===== src/rtl/newton_refine_pkg.sv =====
// Shared definitions for the Newton/Heron square-root refinement stage.
// Holds IEEE-754 single field positions, special encodings, the Q2.24
// fixed-point geometry, the FSM state encoding and operand classifiers.
package newton_refine_pkg;

  // IEEE-754 single-precision fields
  localparam int SIGN_BIT = 31;
  localparam int EXP_MSB  = 30;
  localparam int EXP_LSB  = 23;
  localparam int MANT_W   = 23;
  localparam int BIAS     = 127;

  // Special result encodings
  localparam logic [31:0] QNAN  = 32'h7FC0_0000;
  localparam logic [31:0] PINF  = 32'h7F80_0000;
  localparam logic [31:0] PZERO = 32'h0000_0000;
  localparam logic [31:0] NZERO = 32'h8000_0000;

  // Q2.24 fixed point: 2 integer bits, FRAC fraction bits
  localparam int FRAC = 24;
  localparam int QW   = 26;

  typedef enum logic [2:0] {
    S_IDLE,
    S_PREP,
    S_DIV,
    S_UPDATE,
    S_ROUND,
    S_SPECIAL
  } state_t;

  // Anything other than a positive normal number takes the bypass path.
  function automatic logic is_special(input logic [31:0] f, input logic inc);
    logic [7:0] e;
    e = f[EXP_MSB:EXP_LSB];
    return inc || f[SIGN_BIT] || (e == 8'h00) || (e == 8'hFF);
  endfunction

  // Returns {nan_flag, result} for a special operand.
  function automatic logic [32:0] special_result(input logic [31:0] f, input logic inc);
    logic [7:0]        e;
    logic [MANT_W-1:0] m;
    e = f[EXP_MSB:EXP_LSB];
    m = f[MANT_W-1:0];
    if (inc || ((e == 8'hFF) && (m != '0)) || (f[SIGN_BIT] && ((e != 8'h00) || (m != '0))))
      return {1'b1, QNAN};
    else if (e == 8'hFF)
      return {1'b0, PINF};
    else if (f[SIGN_BIT])
      return {1'b0, NZERO};
    else
      return {1'b0, PZERO};  // +0 and positive denormals flush to +0
  endfunction

endpackage


===== src/rtl/newton_refine_divider.sv =====
// restoring_divider_serial: bit-serial restoring divider producing
// Q = ({dividend_hi, FRAC zeros}) / divisor, truncated, one quotient bit per
// cycle MSB first over QW cycles.
// Ports:
//   clk, rst_n    clock, asynchronous active-low reset
//   start         load operands (ignored while busy)
//   dividend_hi   high QW bits of the dividend (low FRAC bits are zero)
//   divisor       QW-bit divisor, must exceed dividend_hi>>2
//   busy          high while quotient bits are being produced
//   done          high during the final step; quotient valid from next cycle
//   quotient      QW-bit quotient, held until the next start
module restoring_divider_serial
  import newton_refine_pkg::*;
(
  input  logic          clk,
  input  logic          rst_n,
  input  logic          start,
  input  logic [QW-1:0] dividend_hi,
  input  logic [QW-1:0] divisor,
  output logic          busy,
  output logic          done,
  output logic [QW-1:0] quotient
);

  logic [QW-1:0] rem_q, rem_d;
  logic [QW-1:0] low_q, low_d;   // dividend bits not yet brought down
  logic [QW-1:0] dvs_q, dvs_d;
  logic [QW-1:0] quo_q, quo_d;
  logic [4:0]    cnt_q, cnt_d;
  logic          busy_q, busy_d;
  logic [QW:0]   trial;
  logic [QW-1:0] diff;
  logic          ge;

  always_comb begin
    trial  = {rem_q, low_q[QW-1]};
    ge     = (trial >= {1'b0, dvs_q});
    // When ge is set the true difference fits in QW bits, so modular
    // subtraction on the low bits is exact.
    diff   = trial[QW-1:0] - dvs_q;
    rem_d  = rem_q;
    low_d  = low_q;
    dvs_d  = dvs_q;
    quo_d  = quo_q;
    cnt_d  = cnt_q;
    busy_d = busy_q;
    if (start && !busy_q) begin
      // The top 24 dividend bits seed the remainder; they are below the
      // divisor, so the quotient fits in QW bits.
      rem_d  = {2'b00, dividend_hi[QW-1:2]};
      low_d  = {dividend_hi[1:0], {(QW-2){1'b0}}};
      dvs_d  = divisor;
      quo_d  = '0;
      cnt_d  = '0;
      busy_d = 1'b1;
    end else if (busy_q) begin
      rem_d = ge ? diff : trial[QW-1:0];
      low_d = {low_q[QW-2:0], 1'b0};
      quo_d = {quo_q[QW-2:0], ge};
      cnt_d = cnt_q + 5'd1;
      if (cnt_q == 5'(QW - 1)) busy_d = 1'b0;
    end
  end

  always_ff @(posedge clk or negedge rst_n) begin
    if (!rst_n) begin
      rem_q  <= '0;
      low_q  <= '0;
      dvs_q  <= '0;
      quo_q  <= '0;
      cnt_q  <= '0;
      busy_q <= 1'b0;
    end else begin
      rem_q  <= rem_d;
      low_q  <= low_d;
      dvs_q  <= dvs_d;
      quo_q  <= quo_d;
      cnt_q  <= cnt_d;
      busy_q <= busy_d;
    end
  end

  assign busy     = busy_q;
  assign done     = busy_q && (cnt_q == 5'(QW - 1));
  assign quotient = quo_q;

endmodule


===== src/rtl/newton_refine.sv =====
// newton_refine: refines an upstream square-root seed with ITER Heron
// iterations y <- (y + x/y)/2 in Q2.24 and returns a rounded single.
// Special operands bypass the datapath and resolve in one cycle.
// Ports:
//   clk, rst_n          clock, asynchronous active-low reset
//   start               request, sampled only while busy=0
//   in                  original IEEE-754 single operand
//   estimate            seed from the upstream estimator
//   incorrect_in        upstream invalid-operand flag
//   busy                high from accept until the done edge
//   done                one-cycle pulse, out/incorrect_out valid
//   out                 result, held until the next done
//   incorrect_out       result is NaN, held with out
module newton_refine
  import newton_refine_pkg::*;
#(
  parameter int ITER = 5
) (
  input  logic        clk,
  input  logic        rst_n,
  input  logic        start,
  input  logic [31:0] in,
  input  logic [31:0] estimate,
  input  logic        incorrect_in,
  output logic        busy,
  output logic        done,
  output logic [31:0] out,
  output logic        incorrect_out
);

  state_t        state_q, state_d;
  logic [31:0]   in_q, in_d;
  logic [31:0]   est_q, est_d;
  logic          inc_q, inc_d;
  logic [QW-1:0] x_q, x_d;
  logic [QW-1:0] y_q, y_d;
  logic [7:0]    er_q, er_d;
  logic [2:0]    iter_q, iter_d;
  logic          busy_q, busy_d;
  logic          done_q, done_d;
  logic [31:0]   out_q, out_d;
  logic          incorrect_q, incorrect_d;

  logic          div_start, div_busy, div_done;
  logic [QW-1:0] div_q;
  logic [7:0]    in_exp, est_exp;
  logic [24:0]   rnd;
  logic [32:0]   spec;

  always_comb begin
    state_d     = state_q;
    in_d        = in_q;
    est_d       = est_q;
    inc_d       = inc_q;
    x_d         = x_q;
    y_d         = y_q;
    er_d        = er_q;
    iter_d      = iter_q;
    busy_d      = busy_q;
    done_d      = 1'b0;
    out_d       = out_q;
    incorrect_d = incorrect_q;
    div_start   = 1'b0;
    in_exp      = in_q[EXP_MSB:EXP_LSB];
    est_exp     = est_q[EXP_MSB:EXP_LSB];
    // Round half up on Y[0]; bits [24:23] must stay 01 or the mantissa saturates.
    rnd         = 25'(y_q[QW-1:1]) + 25'(y_q[0]);
    spec        = special_result(in_q, inc_q);

    case (state_q)
      S_IDLE: begin
        if (start) begin
          in_d    = in;
          est_d   = estimate;
          inc_d   = incorrect_in;
          busy_d  = 1'b1;
          state_d = is_special(in, incorrect_in) ? S_SPECIAL : S_PREP;
        end
      end
      S_SPECIAL: begin
        {incorrect_d, out_d} = spec;
        done_d  = 1'b1;
        busy_d  = 1'b0;
        state_d = S_IDLE;
      end
      S_PREP: begin
        // Biased exponent even means unbiased exponent odd: fold one factor of 2 into X.
        if (!in_exp[0])
          x_d = {1'b1, in_q[MANT_W-1:0], {(FRAC-MANT_W+1){1'b0}}};
        else
          x_d = {2'b01, in_q[MANT_W-1:0], {(FRAC-MANT_W){1'b0}}};
        // floor((exp-127)/2)+127 == floor((exp+127)/2)
        er_d = 8'(({1'b0, in_exp} + 9'(BIAS)) >> 1);
        if (est_q[SIGN_BIT])
          y_d = QW'(1) << FRAC;
        else if (est_exp == er_d)
          y_d = {2'b01, est_q[MANT_W-1:0], {(FRAC-MANT_W){1'b0}}};
        else if ({1'b0, est_exp} == ({1'b0, er_d} + 9'd1))
          y_d = {1'b0, {(QW-1){1'b1}}};  // seed one binade high: clamp just below 2.0
        else
          y_d = QW'(1) << FRAC;
        iter_d    = '0;
        div_start = 1'b1;
        state_d   = S_DIV;
      end
      S_DIV: begin
        if (div_busy && div_done) state_d = S_UPDATE;
      end
      S_UPDATE: begin
        y_d = QW'(({1'b0, y_q} + {1'b0, div_q}) >> 1);
        if (iter_q < 3'(ITER - 1)) begin
          iter_d    = iter_q + 3'd1;
          div_start = 1'b1;
          state_d   = S_DIV;
        end else begin
          state_d = S_ROUND;
        end
      end
      S_ROUND: begin
        out_d       = {1'b0, er_q, (rnd[24:23] != 2'b01) ? {MANT_W{1'b1}} : rnd[MANT_W-1:0]};
        incorrect_d = 1'b0;
        done_d      = 1'b1;
        busy_d      = 1'b0;
        state_d     = S_IDLE;
      end
      default: state_d = S_IDLE;
    endcase
  end

  always_ff @(posedge clk or negedge rst_n) begin
    if (!rst_n) begin
      state_q     <= S_IDLE;
      in_q        <= '0;
      est_q       <= '0;
      inc_q       <= 1'b0;
      x_q         <= '0;
      y_q         <= '0;
      er_q        <= '0;
      iter_q      <= '0;
      busy_q      <= 1'b0;
      done_q      <= 1'b0;
      out_q       <= '0;
      incorrect_q <= 1'b0;
    end else begin
      state_q     <= state_d;
      in_q        <= in_d;
      est_q       <= est_d;
      inc_q       <= inc_d;
      x_q         <= x_d;
      y_q         <= y_d;
      er_q        <= er_d;
      iter_q      <= iter_d;
      busy_q      <= busy_d;
      done_q      <= done_d;
      out_q       <= out_d;
      incorrect_q <= incorrect_d;
    end
  end

  // Operands are the values being loaded this edge, so division starts
  // in the same edge that enters DIV.
  restoring_divider_serial u_div (
    .clk         (clk),
    .rst_n       (rst_n),
    .start       (div_start),
    .dividend_hi (x_d),
    .divisor     (y_d),
    .busy        (div_busy),
    .done        (div_done),
    .quotient    (div_q)
  );

  assign busy          = busy_q;
  assign done          = done_q;
  assign out           = out_q;
  assign incorrect_out = incorrect_q;

endmodule


===== config.mk =====
export PLATFORM = sky130hd
export DESIGN_NAME = newton_refine
export DESIGN_NICKNAME = d
export VERILOG_FILES = /design/src/rtl/newton_refine_pkg.sv /design/src/rtl/newton_refine_divider.sv /design/src/rtl/newton_refine.sv
export SDC_FILE = /design/constraint.sdc
export NUM_CORES = 1
export LEC_CHECK = 0
export ABC_AREA = 1
export CORE_AREA = 2 2 248 250
export DETAILED_ROUTE_END_ITERATION = 16
export DIE_AREA = 0 0 250 252
export PLACE_DENSITY = 0.41
export SETUP_SLACK_MARGIN = 0.5
export SLEW_MARGIN = 20
export SYNTH_ARGS = -nofsm -noshare
export SYNTH_HDL_FRONTEND = slang
export SYNTH_SLANG_ARGS = --single-unit

===== constraint.sdc =====
create_clock -name clk -period 3.4 [get_ports clk]
set_clock_uncertainty 0.05 [all_clocks]
set_input_delay 0.68 -clock clk [delete_from_list [all_inputs] [get_ports clk]]
set_output_delay 0.68 -clock clk [all_outputs]
set_load 0.05 [all_outputs]

---- Word level (Yosys, flattened, before mapping) ----
Index checks and enable logic that the tools add are counted.
storage, ports and cells
  register bits after elaboration ......... 276
  input bits .............................. 68
  output and inout port bits .............. 35
  logic and storage cells ................. 102
cells by class
  add/sub/neg operators ................... 7
  order comparisons ....................... 2
  equality and inequality tests ........... 14
  mux-type cells .......................... 36
  reduce and logical (&&, ||, !) cells .... 25
operators by type and width
  cell                   number
  $mux W26               9
  $mux W24               3
  $mux W32               2
  $pmux W32 S2           1
  $pmux W26 S2           1
  $mux W33               1
  $add A26 B26 Y27       1
  $ge A27 B26 Y1         1
  $sub A26 B26 Y26       1
  $add A25 B1 Y25        1
  $mux W23               1
  $reduce_bool A23 Y1    1
  $eq A8 B8 Y1 const B   2
  $mux W3                5
  $pmux W3 S4            1
  $mux W5                2
  $add A8 B1 Y9 const B  1
  $add A8 B7 Y9 const B  1
  $eq A8 B9 Y1           1
  $eq A8 B8 Y1           1
  $logic_not A8 Y1       1
  $reduce_and A2 Y1      4
  $reduce_bool A2 Y1     4
  $reduce_bool A8 Y1     1
  17 further kinds       37

---- Logic depth before layout (Yosys ltp) ----
Gate-level depths: netlist (run 1).
  word-level depth ........................ 7
  depth in mapped cells ................... 21
  gate-level depth less buffers ........... 18

---- Hierarchy ----
A second synthesis (run 1) with hierarchy kept.
unflattened totals
  cells, all modules ...................... 2070
  area total of the unflattened synthesis .. 15453.6 sq um
modules (own cells, without submodules)
  module                    times used  cells an instance  area an instance (sq um)  seq. area each (sq um)
  newton_refine             1           1250               9810.7                    4154.0
  restoring_divider_serial  1           820                5642.9                    2152.1

---- Worst setup path before layout (run 1) ----
No wires, ideal clock.
  path type ............................... register to register
  from .................................... register in_q[23]
  to ...................................... register u_div.dvs_q[1]
  setup time .............................. 75 ps
  arrival ................................. 2848 ps
  required time ........................... 3275 ps
  setup slack ............................. 427 ps
  cell stages (with the launch flop) ...... 18
  buffers on the path ..................... 3
  period minus slack after synthesis ...... 2973 ps
  cells stage by stage .................... dfrtp_1 buf_2 inv_2 clkbuf_1 ha_1 xor2_2 ha_1 or2_2 a21oi_1 nand3_1 nor2_2 nand2_2 nand2_4 buf_12 nand3_2 nand2_1 nand3_1 o21ai_2
between the ends
  longest elaborated chain between the ends .. 7
  elaborated cells between the ends (all ways) .. 8
  classes of those cells .................. add/sub (2); eq/ne (2); mux (4)
ends and longest elaborated chain
  item                    line                         text
  from (decl)             newton_refine.sv:32          logic [31:0] in_q, in_d;
  from (signal assigned)  newton_refine.sv:146         in_q <= in_d;
  $add A8 B7 Y9 *         newton_refine.sv:93          er_d = 8'(({1'b0, in_exp} + 9'(BIAS)) >> 1);
  $add A8 B1 Y9           newton_refine.sv:98          else if ({1'b0, est_exp} == ({1'b0, er_d} + 9'd1))
  $eq A8 B9 Y1            newton_refine.sv:98
  $mux W24                newton_refine.sv:98
  $mux W24 *              newton_refine.sv:96          else if (est_exp == er_d)
  $mux W24 *              newton_refine.sv:94          if (est_q[SIGN_BIT])
  $pmux W26 S2 *          newton_refine.sv:70          case (state_q)
  to (signal assigned)    newton_refine_divider.sv:76  dvs_q <= dvs_d;
  to (decl)               newton_refine_divider.sv:27  logic [QW-1:0] dvs_q, dvs_d;
Every way passes the cells marked *; elsewhere a longest branch is shown, timed or not.
A chain may end at the register's enable or synchronous reset.

---- Worst setup path after layout (run 1) ----
  from .................................... register in_q[24]
  to ...................................... register u_div.dvs_q[11]
Same word-level chain as after synthesis.

==> flow_summary.json, run 1 <==
{
  "status": "completed",
  "hp-class": "in2async",
  "p_leak_nw": 8.55,
  "placed_area_um2": 17000,
  "n_fill_cell": 6537,
  "syn_avg_cell_area_um2": 7.73,
  "synth-xor-area-share_pct": 2.62,
  "hold_viol": 0,
  "synth_fp_nets": 2069,
  "cts-htree-levels": 2,
  "num_rows": 90,
  "maxCapViolations": 0,
  "dp.cells": 2787,
  "clock_sinks": 252,
  "cts_hold_buf": 0,
  "routed_wl_mm": 50.4,
  "synth-edff-count": 0,
  "report.power.total_mw": 21.8,
  "die-area_um2": 63000,
  "rsz0062_at_grt": "true",
  "critPathArrivalTime_ns": 3.11,
  "required_ns": 3.80,
  "tns_ns": 0,
  "final_util_pct": 30.4,
  "synthFlopType": "dfrtp_1",
  "die_w_um": 250,
  "grt.met1_usage_pct": 21.7,
  "power.density_nw_per_um2": 1190,
  "synth_warnings": 0,
  "path_clk_slew_ns": 0.06,
  "fin_crit_ns": 2.71,
  "grt-ovfl-total": 0,
  "fin_area_um2": 18300,
  "die_y_um": 252,
  "critical_path.max_fanout": 9,
  "worstSetupPathType": "reg2reg",
  "area_delta_synth_final_pct": 21.7,
  "nets": 2180,
  "grt_pass1_wl_mm": 79.0,
  "drt-initial-drc-count": 687,
  "cts-root-buf": "clkbuf_16",
  "drc_errors": 0,
  "worst-r2r-cell-count": 14,
  "muxShareOfSynthArea_pct": 2.03,
  "slew_headroom_pct": 51.9,
  "grt_busiest_layer": "met2",
  "r2r_setup_slack_ns": 0.69,
  "dp_hpwl_mm": 38.3,
  "start_kind": "register",
  "final_cell_mix": "465 x nand2_1, 251 x dfrtp_1, 218 x inv_1",
  "ys_seq_elements": 252,
  "worst_slack_ns": 0.694,
  "dp_slack_ns": 0.389,
  "use_met3_pct": 2.25,
  "syn_inst": 1940,
  "synth_top_family_by_area": "simple AND/OR/NAND/NOR gates",
  "fmax_mhz": 369,
  "vias_per_cell": 4.67,
  "synth-compound-area-share_pct": 15.5,
  "drv_slew": 0,
  "insertion_delay_ns": 0.55,
  "ys_seq_area_share_pct": 42.0,
  "grt_usage_pct": 16.1,
  "cp-end-kind": "register",
  "core_area_um2": 60100,
  "layout_commonest_cell": "nand2_1",
  "cts.path.max_buffers": 3,
  "cts_tree": "done",
  "diodes": 0,
  "period_share_pct": 79.6,
  "syn-cell-area_um2": 15000,
  "via_count": 13342,
  "grt_pass1_vias": 13710,
  "antenna_found_initial": 0,
  "max-vdd-ir-drop_uv": 351,
  "synth_cell_type_count": 54,
  "drtAntennaViolNets": 0,
  "synth-async-reset-ratio_pct": 100,
  "numCtsBuffers": 35,
  "finalSetupViolCount": 0,
  "grt_max_degree": 87,
  "layout.cells.non_filler": 2856,
  "rr_endpoint": "u_div.dvs_q[11]",
  "worstMarginPinSlew_ns": 0.721,
  "gp_congestion": 0.883,
  "io_pins": 103,
  "wl_per_cell_um": 17.7,
  "drive_above_1_share_pct": 10.0,
  "io_buffers": 102,
  "firstDrtPassIters": 5,
  "synthAdderAreaFrac_pct": 5.19,
  "rr_startpoint": "in_q[24]",
  "synth-simple-area-share_pct": 24.8,
  "hold_slack_ns": 0.119,
  "use_met2_pct": 26.1,
  "start_util_pct": 24.9
}
## worst max path at each step
stage | from | end | slack, ns
global placement | y_q[1] | out[14] | 0.36
detailed placement | y_q[1] | out[14] | 0.39
CTS | in_q[24] | u_div.dvs_q[17] | 0.51
floorplan | in_q[23] | u_div.dvs_q[1] | 0.59
global route | y_q[0] | out[22] | 0.47
finish | in_q[24] | u_div.dvs_q[11] | 0.69
## cells by family (layout without fill, tap and decap cells)
kind of cell               Yosys count  in the layout
and+or+nand+nor                    850            851
muxes                               27             27
adders and majority gates           61             61
DFF                                252            252
xor gates and xnor gates            44             44
buffers and inverters              293            426
AOI/OAI and AO/OA                  413            413
## routing by layer
metal  vias up  wire (um)
met5         -          0
met4         0       1900
met3        71       1880
met2       228      22900
met1      6383      23800
li1       6660          -
## cell type report
type,count,area (um^2),share of cell area [%]
multi-input cells,1396,7630,41.8
flip-flops and latches,252,6310,34.6
repair buffers,140,1360,7.46
clock buffers,46,978,5.36
well taps,782,978,5.36
inverters,226,853,4.67
clock inverters,14,141,0.775
## sequential cells by signal, indices dropped and copies added, names as in the netlist, 5 cells and up
register,cells
est_q,32
er_q,8
u_div.cnt_q,5
x_q,26
y_q,26
out,32
u_div.dvs_q,26
in_q,32
u_div.quotient,26
u_div.rem_q,26
## where the power goes
part / total (mW) / switching [mW] / leakage, nW / internal, mW
Sequential: 5.68 / 1.20 / 2.99 / 4.48
Combinational: 12.5 / 8.05 / 5.00 / 4.46
Clock: 3.61 / 1.44 / 0.555 / 2.18
## timing repair
item                       in CTS  in global routing
buffers inserted                0                  8
setup endpoints to repair      17                 74
pin swaps                       0                  5
gates resized for setup         2                 22
gates cloned                    0                  1
## Yosys cell counts, types with 10 or more instances
cell type | instances | area, um^2
nand4_1 | 25 | 156
o22ai_1 | 34 | 213
clkbuf_1 | 47 | 176
nand3_2 | 15 | 150
o21ai_0 | 148 | 741
buf_2 | 10 | 50.1
mux2_2 | 27 | 304
o21ai_1 | 19 | 95.1
dfrtp_1 | 252 | 6310
xor2_1 | 30 | 263
ha_1 | 59 | 738
nand3_1 | 117 | 586
xnor2_1 | 13 | 114
or2_2 | 23 | 144
nor3_1 | 20 | 100
nand2_2 | 11 | 68.8
a21oi_1 | 130 | 651
nor2_1 | 140 | 526
inv_1 | 219 | 822
o211ai_1 | 16 | 120
nand2_1 | 465 | 1750
a21boi_0 | 11 | 82.6
## critical path: stages, from the launching register on
cell	delay (ns)
dfrtp_1	0.40
inv_1	0.08
ha_2	0.23
xor2_2	0.19
ha_1	0.30
or2_2	0.30
a21oi_2	0.16
nand3_1	0.11
nor2_2	0.16
nand2_4	0.13
nand2_8	0.15
nand3_1	0.12
nand2_1	0.09
nand3_1	0.05
o21ai_0	0.10
No activity file was read; power rests on OpenSTA's default activity.
==> inputs of run 2 (changes only) <==
Settings changed: PLACE_DENSITY 0.41 to 0.43.
Clock period 3.4 ns to 2.3 ns, I/O delays scaled along.
==> run 2 against run 1 <==
  * The run now ends with setup timing left
  * Via count up 9.8%
  * Die area unchanged
  * Wire length rose by 11%
  * Sequential share of layout area is 7.2 points lower
  * Register-to-register slack worse by 0.88 ns
  * Critical path depth up 2
  * Highest routed layer unchanged
==> flow_summary.json, run 2 (synthesis gave the netlist of run 1 again) <==
{
  "start_util_pct": 24.9,
  "nets": 2496,
  "path_clk_slew_ns": 0.06,
  "grt-ovfl-total": 0,
  "crit_path_max_incr_delay_ns": 0.44,
  "die_y_um": 252,
  "worstMarginPinSlew_ns": 0.549,
  "cpMaxStageDelayCell": "dfrtp_2",
  "final_cell_mix": "383 x nand2_1, 286 x buf_4, 238 x dfrtp_1",
  "cts.path.max_buffers": 3,
  "worst-r2r-cell-count": 16,
  "dp.cells": 3040,
  "rsz0062_at_grt": "true",
  "die-area_um2": 63000,
  "grt.met1_usage_pct": 24.0,
  "antenna_found_initial": 0,
  "cts-root-buf": "clkbuf_16",
  "grt_busiest_layer": "met2",
  "num_rows": 90,
  "layout.cells.non_filler": 3169,
  "routed_wl_mm": 56.2,
  "period_share_pct": 108,
  "hold_viol": 0,
  "tns_ns": -6.41,
  "path_buf_inv": 3,
  "via_count": 14654,
  "io_buffers": 102,
  "path_delay_family": "simple AND/OR/NAND/NOR gates",
  "drtAntennaViolNets": 0,
  "use_met3_pct": 2.25,
  "critical_path.max_fanout": 15,
  "layout_commonest_cell": "nand2_1",
  "io_pins": 103,
  "drt-initial-drc-count": 669,
  "worst_slack_ns": -0.182,
  "grt_pass1_wl_mm": 87.2,
  "worstPathCellList": "inv_8 -> ha_4 -> buf_12 -> nand3_1 -> nand3_1 -> nand2_2 -> a21oi_2 -> nand2_1 -> nor2_2 -> nand2_2 -> buf_12 -> or2_2 -> nand3_4 -> nand2_1 -> nand3_1 -> o21ai_0",
  "required_ns": 2.68,
  "grt_pass1_vias": 15185,
  "slew_headroom_pct": 63.4,
  "drv_slew": 0,
  "cts_tree": "done",
  "hp-class": "in2async",
  "finalSetupViolCount": 72,
  "multi_input_comb_area_um2": 9780,
  "worstSetupPathType": "reg2reg",
  "die_w_um": 250,
  "core_area_um2": 60100,
  "maxCapViolations": 0,
  "cp-end-kind": "register",
  "violations": "setup timing",
  "critPathArrivalTime_ns": 2.86,
  "firstDrtPassIters": 5,
  "area_delta_synth_final_pct": 54.0,
  "fin_crit_ns": 2.48,
  "insertion_delay_ns": 0.56,
  "dp_hpwl_mm": 41.4,
  "use_met2_pct": 29.8,
  "clock_sinks": 252,
  "gp_congestion": 0.905,
  "fmax_mhz": 403,
  "diodes": 0,
  "cts-htree-levels": 2,
  "vias_per_cell": 4.62,
  "drc_errors": 0,
  "crit_cells": 16,
  "grt_max_degree": 55,
  "grt_usage_pct": 17.6,
  "n_fill_cell": 6226,
  "numCtsBuffers": 34,
  "start_kind": "register",
  "seqCellArea_um2": 6320,
  "status": "finished with violations",
  "drive_above_1_share_pct": 39.0,
  "cpMostUsedCell": "nand3_1",
  "wl_per_cell_um": 17.7
}
[run 2: path summary, 6_finish.rpt]
kind / startpoint / end / slack (ns)
max: in_q[23] / u_div.dvs_q[2] / -0.18
min: rst_n / out[14] / 0.40
max reg2reg: in_q[23] / u_div.dvs_q[2] / -0.18
min reg2reg: x_q[0] / x_q[0] / 0.42
max in group asynchronous: rst_n / state_q[1] / 1.05
min in group clk: x_q[0] / x_q[0] / 0.42
[run 2: repair_timing]
item                                    in CTS  in global routing
gates resized for setup                    470                205
gates cloned                                 8                  3
pin swaps                                  102                100
hold endpoints to repair                    42                  0
endpoints found under the setup margin     207                218
hold buffers                                 1                  0
setup buffers                               37                 24
[run 2: stage by stage]
step	utilization (%)	setup WS, ns	hold WS (ns)	area [um^2]
global placement	32.3	-0.353	0.400	19400
detailed placement	32.3	-0.358	0.403	19400
finish	38.4	-0.182	0.404	23100
global route	38.4	-0.426	0.423	23100
floorplan	-	-0.261	0.114	15400
CTS	36.6	-0.180	0.391	22000
[run 2: area by class of cell]
| type | instances | share of cell area, % |
|---|---|---|
| multi-input combinational | 1399 | 42.3 |
| clock buffer | 47 | 4.24 |
| timing repair buffer | 451 | 17.1 |
| clock inverter | 9 | 0.737 |
| timing repair inverter | 3 | 0.152 |
| sequential | 252 | 27.4 |
| inverter | 226 | 3.84 |
| tap | 782 | 4.24 |
[run 2: worst reg2reg max path: cells and delay by family, from the launching register on]
family | cells | cell delay (ns)
simple gates | 10 | 1.21
flops | 1 | 0.44
buf+inv | 3 | 0.33
compound gates | 2 | 0.18
fa+ha+maj | 1 | 0.15
[run 2: layer usage]
| layer | up-vias | part of all wire, % |
|---|---|---|
| li1 | 7320 | - |
| met1 | 7085 | 48 |
| met2 | 192 | 47 |
| met3 | 57 | 2.8 |
| met4 | 0 | 2.2 |
| met5 | - | 0 |
Power of run 2 is not shown: default switching activity piles up to over one toggle a cycle in this logic, so the estimate is an artifact.
